File: src/rtl/hazard_pkg.sv
`default_nettype none
// ============================================================================
//  Module   : hazard_pkg
//  Brief    : Shared encodings for the pipeline hazard scoreboard.
//  Revision : 1.0 - initial release
// ============================================================================
package hazard_pkg;

    // Forward data source codes; FW_PC8 doubles as the bubble value.
    typedef enum logic [2:0] {
        FW_PC8 = 3'd0,
        FW_ALU = 3'd1,
        FW_EXT = 3'd2,
        FW_DM  = 3'd3,
        FW_MDU = 3'd4
    } fwsel_e;

    typedef enum logic [1:0] {
        MD_NONE = 2'd0,
        MD_MULT = 2'd1,
        MD_DIV  = 2'd2,
        MD_ACC  = 2'd3
    } md_kind_e;

    localparam int MULT_LAT = 5;
    localparam int DIV_LAT  = 10;

endpackage
`default_nettype wire

File: src/rtl/hazard_match.sv
`default_nettype none
// ============================================================================
//  Module   : hazard_match
//  Brief    : Youngest-stage priority finder for one register address.
//  Revision : 1.0 - initial release
// ============================================================================
module hazard_match #(
    parameter int N    = 3,
    parameter int BASE = 0,
    parameter int REGW = 5,
    parameter int TW   = 3,
    parameter int LW   = 2
) (
    input  logic [REGW-1:0]   i_addr,
    input  logic [N*REGW-1:0] i_dst,
    input  logic [N*TW-1:0]   i_tnew,
    output logic              o_hit,
    output logic [LW-1:0]     o_idx,
    output logic [TW-1:0]     o_tnew
);

    // Scan oldest to youngest so the youngest match is the last one written.
    always_comb begin
        o_hit  = 1'b0;
        o_idx  = '0;
        o_tnew = '0;
        for (int k = N - 1; k >= 0; k--) begin
            if (i_addr != '0 && i_dst[k*REGW +: REGW] == i_addr) begin
                o_hit  = 1'b1;
                o_idx  = LW'(BASE + k);
                o_tnew = i_tnew[k*TW +: TW];
            end
        end
    end

endmodule
`default_nettype wire

File: src/rtl/hazard_scoreboard.sv
`default_nettype none
// ============================================================================
//  Module   : hazard_scoreboard
//  Brief    : Tnew/Tuse stall and forward-level scoreboard for an in-order
//             pipeline; HAZARD_MDU_EN adds a multiply/divide busy counter.
//  Revision : 1.0 - initial release
// ============================================================================
module hazard_scoreboard
    import hazard_pkg::*;
#(
    parameter int NSTAGE = 3,
    parameter int NSRC   = 2,
    parameter int REGW   = 5,
    parameter int TW     = 3,
    parameter int LW     = $clog2(NSTAGE + 1)
) (
    input  logic                        clk,
    input  logic                        reset,
    input  logic                        d_valid,
    input  logic [NSRC*REGW-1:0]        d_src,
    input  logic [NSRC*TW-1:0]          d_tuse,
    input  logic [REGW-1:0]             d_dst,
    input  logic [TW-1:0]               d_tnew,
    input  logic [2:0]                  d_fwsel,
    input  logic [1:0]                  d_md,
    input  logic                        flush,
    output logic                        stall,
    output logic [NSRC*LW-1:0]          d_fwlvl,
    output logic [NSTAGE*NSRC*LW-1:0]   s_fwlvl,
    output logic [NSTAGE*3-1:0]         s_fwsel
);

    logic [NSTAGE-1:0][REGW-1:0]      r_dst;
    logic [NSTAGE-1:0][TW-1:0]        r_tnew;
    logic [NSTAGE-1:0][2:0]           r_fwsel;
    logic [NSTAGE-1:0][NSRC*REGW-1:0] r_src;

    logic [NSRC-1:0] w_src_stall;
    logic            w_mdu_stall;
    logic            w_stall_raw;
    logic            w_accept;
    logic            w_unused_src;

    assign w_stall_raw  = (|w_src_stall) | w_mdu_stall;
    assign w_accept     = d_valid & ~w_stall_raw;
    assign stall        = ~flush & w_stall_raw;
    // Sources in the last stage have nobody older to forward from.
    assign w_unused_src = ^r_src[NSTAGE-1];

    always_ff @(posedge clk or negedge reset) begin
        if (!reset) begin
            r_dst   <= '0;
            r_tnew  <= '0;
            r_fwsel <= '0;
            r_src   <= '0;
        end else if (flush) begin
            r_dst   <= '0;
            r_tnew  <= '0;
            r_fwsel <= '0;
            r_src   <= '0;
        end else begin
            for (int k = NSTAGE - 1; k > 0; k--) begin
                r_dst[k]   <= r_dst[k-1];
                r_tnew[k]  <= (r_tnew[k-1] != '0) ? r_tnew[k-1] - TW'(1) : '0;
                r_fwsel[k] <= r_fwsel[k-1];
                r_src[k]   <= r_src[k-1];
            end
            if (w_accept) begin
                r_dst[0]   <= d_dst;
                r_tnew[0]  <= d_tnew;
                r_fwsel[0] <= d_fwsel;
                r_src[0]   <= d_src;
            end else begin
                r_dst[0]   <= '0;
                r_tnew[0]  <= '0;
                r_fwsel[0] <= 3'(FW_PC8);
                r_src[0]   <= '0;
            end
        end
    end

    for (genvar i = 0; i < NSRC; i++) begin : g_dsrc
        logic          w_hit;
        logic [LW-1:0] w_idx;
        logic [TW-1:0] w_tn;

        hazard_match #(
            .N(NSTAGE), .BASE(0), .REGW(REGW), .TW(TW), .LW(LW)
        ) u_match (
            .i_addr (d_src[i*REGW +: REGW]),
            .i_dst  (r_dst),
            .i_tnew (r_tnew),
            .o_hit  (w_hit),
            .o_idx  (w_idx),
            .o_tnew (w_tn)
        );

        assign w_src_stall[i]      = w_hit && (w_tn > d_tuse[i*TW +: TW]);
        assign d_fwlvl[i*LW +: LW] = (w_hit && w_tn == '0) ? LW'(w_idx + 1'b1) : '0;
    end

    for (genvar s = 0; s < NSTAGE; s++) begin : g_stage
        assign s_fwsel[s*3 +: 3] = r_fwsel[s];

        if (s < NSTAGE - 1) begin : g_fwd
            for (genvar i = 0; i < NSRC; i++) begin : g_ssrc
                logic          w_hit;
                logic [LW-1:0] w_idx;
                logic [TW-1:0] w_tn;

                hazard_match #(
                    .N(NSTAGE - 1 - s), .BASE(s + 1), .REGW(REGW), .TW(TW), .LW(LW)
                ) u_match (
                    .i_addr (r_src[s][i*REGW +: REGW]),
                    .i_dst  (r_dst[NSTAGE-1:s+1]),
                    .i_tnew (r_tnew[NSTAGE-1:s+1]),
                    .o_hit  (w_hit),
                    .o_idx  (w_idx),
                    .o_tnew (w_tn)
                );

                assign s_fwlvl[(s*NSRC+i)*LW +: LW] =
                    (w_hit && w_tn == '0) ? LW'(w_idx + 1'b1) : '0;
            end
        end else begin : g_last
            assign s_fwlvl[s*NSRC*LW +: NSRC*LW] = '0;
        end
    end

`ifdef HAZARD_MDU_EN
    localparam int c_cnt_w = $clog2(DIV_LAT + 1);

    logic [c_cnt_w-1:0] r_mdu_cnt;
    logic [1:0]         r_md_start;

    // The counter starts when the mult/div leaves E, so E itself is one busy cycle.
    always_ff @(posedge clk or negedge reset) begin
        if (!reset) begin
            r_mdu_cnt  <= '0;
            r_md_start <= MD_NONE;
        end else if (flush) begin
            r_mdu_cnt  <= '0;
            r_md_start <= MD_NONE;
        end else begin
            r_md_start <= (w_accept && (d_md == MD_MULT || d_md == MD_DIV)) ? d_md : MD_NONE;
            if (r_md_start == MD_MULT)
                r_mdu_cnt <= c_cnt_w'(MULT_LAT);
            else if (r_md_start == MD_DIV)
                r_mdu_cnt <= c_cnt_w'(DIV_LAT);
            else if (r_mdu_cnt != '0)
                r_mdu_cnt <= r_mdu_cnt - c_cnt_w'(1);
        end
    end

    assign w_mdu_stall = (d_md != MD_NONE) && (r_mdu_cnt != '0 || r_md_start != MD_NONE);
`else
    logic w_unused_md;

    assign w_unused_md = ^d_md;
    assign w_mdu_stall = 1'b0;
`endif

endmodule
`default_nettype wire

File: config.mk
export PLATFORM = sky130hd
export DESIGN_NAME = hazard_scoreboard
export DESIGN_NICKNAME = d
export VERILOG_FILES = /design/src/rtl/hazard_pkg.sv /design/src/rtl/hazard_match.sv /design/src/rtl/hazard_scoreboard.sv
export SDC_FILE = /design/constraint.sdc
export NUM_CORES = 1
export LEC_CHECK = 0
export ABC_AREA = 1
export BUFFER_PORTS_ARGS = -buffer_cell sky130_fd_sc_hd__buf_2
export CORE_ASPECT_RATIO = 1.2
export CORE_MARGIN = 1.5
export CORE_UTILIZATION = 56
export DETAILED_ROUTE_END_ITERATION = 8
export PLACE_DENSITY_LB_ADDON = 0.08
export SLEW_MARGIN = 20
export SYNTH_ARGS = -nofsm -noshare
export SYNTH_HDL_FRONTEND = slang
export SYNTH_SLANG_ARGS = --single-unit
export TNS_END_PERCENT = 5
File: constraint.sdc
create_clock -name clk -period 3.4 [get_ports clk]
set_input_delay 0.68 -clock clk [delete_from_list [all_inputs] [get_ports clk]]
set_output_delay 0.68 -clock clk [all_outputs]
set_load 0.1 [all_outputs]
==> summary.txt <==
1st-pass router iterations -> 4
Hold Vio Cnt, Final -> 0
total track usage -> 0.244
min-delay worst type -> primary input to async pin
core box area -> 5710 um2
fin crit period -> 3.30 ns
starting density of the core -> 0.583
DR iter-0 viols -> 99
Skew-Pair Late Insertion Delay -> 0.30 ns
final setup fails -> 0
row cnt -> 30
DP HPWL -> 5370 um
max_cap viols -> 0
number of port buffers -> 52
DRC -> 0
maximum root-to-sink buffer count -> 2
Tcrit/Tclk final -> 0.970
commonest non-fill, non-tap cells in the layout -> 106 x nand2_1, 58 x nor2_1, 50 x inv_1
Clk pin slew, worst setup/hold paths -> 0.09 ns
H-tree levels -> 2
GP Congestion -> 0.875
area grow syn2layout -> 17.7%
fraction of layout cells with a size suffix above 1 -> 0.273
drt wl/cell -> 12.3 um
fillers -> 523
Util after Layout -> 0.687
largest net degree at the start of global routing -> 35
Slew Viols, Final -> 0
crit start category -> primary input
Die Span X -> 73.4 um
Post-Synthesis Cells -> 445
Post-Layout Cell Count -> 582
vias -> 2888
Crit Path Max Fanout -> 5
CTS tree -> done
Die ar. -> 6420 um2
Synth cell types -> 31
post-route ant nets -> 0
area share of the largest cell type after synthesis -> 0.398
Root Driver -> clkbuf_8
Max transition margin -> 0.553
critical path arrival -> 2.62 ns
vias in the first global route -> 2723
Seq cells post-synth -> 53
LEAKAGE -> 0.00204 uW
Cell Area, Synth -> 3330 um2
fin nets -> 544
Setup crit end kind -> primary output
I/O pin cnt -> 59
crit path launch -> d_src[9]
Yosys top cell by area -> dfrtp_1
Ant. Diodes -> 0
Reg2Reg Depth -> 17
initial antenna violation count -> 0
most area-consuming cells after synthesis -> dfrtp_1 40%, nand2_1 13%, nor2_1 6.8%, inv_1 6.5%, xnor2_1 6.1%
Die Ht -> 87.5 um
status -> finished clean
Worst-Margin Slew -> 0.670 ns
Setup Skew -> 0.0109 ns
total chip power -> 1410 uW
post-route setup slack -> 0.103 ns
most common cell after layout, fill and taps aside -> nand2_1
placed cell count -> 567
f_max -> 0.303 GHz
WP data required -> 2.72 ns
Power Dens Cells -> 360 nW/um2
Sink Count -> 53
Ys Warns -> 0
FF-to-FF Start -> r_dst[10]
first-pass GRT wire length -> 11900 um
Avg Cell Area, Syn -> 7.48 um2
final wirelength -> 7150 um
worst slack, placed -> -0.0558 ns
drt via density -> 4.96
total global routing overflow -> 0
cts bufs inserted -> 5
VDD IR-drop max -> 0.000251 V
Seq/Total Area, Yosys -> 0.398
kind of critical path -> primary input to primary output
[cell usage after synthesis]
master,count
nand2_1,113
nor2_1,60
inv_1,58
dfrtp_1,53
xnor2_1,23
nand3_1,21
a21oi_1,18
nor2_2,12
ha_1,10
inv_2,8
buf_4,7
nor3_1,7
xor2_1,7
clkbuf_1,6
o21ai_0,6
nor2_4,5
o22ai_1,5
buf_2,4
nand4_1,4
a221oi_1,3
clkbuf_2,3
nand3_2,2
o211ai_1,2
buf_12,1
buf_6,1
conb_1,1
nand2_2,1
nand3_4,1
nand4_2,1
nor2_8,1
nor4_1,1
[power by group]
group | internal (uW) | switching, uW | total [uW] | leakage (uW)
sequential | 650 | 20.1 | 670 | 0.000714
clock | 146 | 197 | 343 | 0.0000385
combinational | 105 | 293 | 399 | 0.00128
total | 901 | 510 | 1410 | 0.00204
[what timing repair did]
item                       CTS  global route
pin swaps                    0            18
hold buffers                 0             0
setup endpoints to repair    1             1
setup buffers                0             7
resized for setup            6            35
[kinds of logic after synthesis]
group | count (synthesis) | synth area share
other | 1 | 0.00113
AO/OA/AOI/OAI | 34 | 0.0579
XOR/XNOR | 30 | 0.0789
flip-flops | 53 | 0.398
buffers and inverters | 88 | 0.117
adder cells (fa/ha/maj) | 10 | 0.0376
AND/OR/NAND/NOR | 229 | 0.309
[sequential cells by signal, summed over array words and instances, names as in the netlist]
register and count:
s_fwsel 9, r_dst 15, r_src 20, r_tnew 9
[metrics by stage]
| stage | TNS [ns] | hold WS, ns | cell area, um2 |
|---|---|---|---|
| 3_3_place_gp | -0.0249 | 0.457 | 3650 |
| 6_report | 0 | 0.386 | 3920 |
| 2_1_floorplan | -0.937 | 0.384 | 3350 |
| 4_1_cts | 0 | 0.403 | 3740 |
| 3_5_place_dp | -0.0558 | 0.469 | 3650 |
| 5_1_grt | -0.0243 | 0.429 | 3920 |
[worst max-delay path: stages]
cell and delay [ns]:
buf_2 0.15, inv_1 0.07, nand4_1 0.17, nand2_2 0.09
nor2_4 0.17, inv_2 0.07, nand3_2 0.06, nand2_2 0.05
nand2_2 0.08, inv_2 0.05, ha_4 0.26, nand2_1 0.06
o21ai_2 0.14, nand3_2 0.12, a21oi_4 0.19, buf_12 0.19
[metal layers]
layer	wire length (um)	vias to the layer above	track usage
li1	-	1460	-
met1	2990	1336	0.287
met2	3650	70	0.429
met3	242	22	0.0382
met4	268	0	0.116
met5	0	-	0
[cell type report]
cell class,instances,area (um2),area share
tap,80,100,0.0255
clock buffer,7,76.3,0.0195
sequential,53,1330,0.340
multi-input combinational,307,1720,0.440
clock inverter,1,7.51,0.00192
inverter,66,250,0.0639
timing repair buffer,68,427,0.109
[worst paths after layout]
check	slack (ns)	endpoint
worst min-delay path	0.39	s_fwsel[4]
worst max register to register	0.76	r_src[8]
min in group clk	0.49	s_fwsel[5]
worst max-delay path	0.10	stall
worst min register to register	0.49	s_fwsel[5]
max in group asynchronous	2.24	r_dst[8]
No activity file was read; power rests on OpenSTA's default activity.
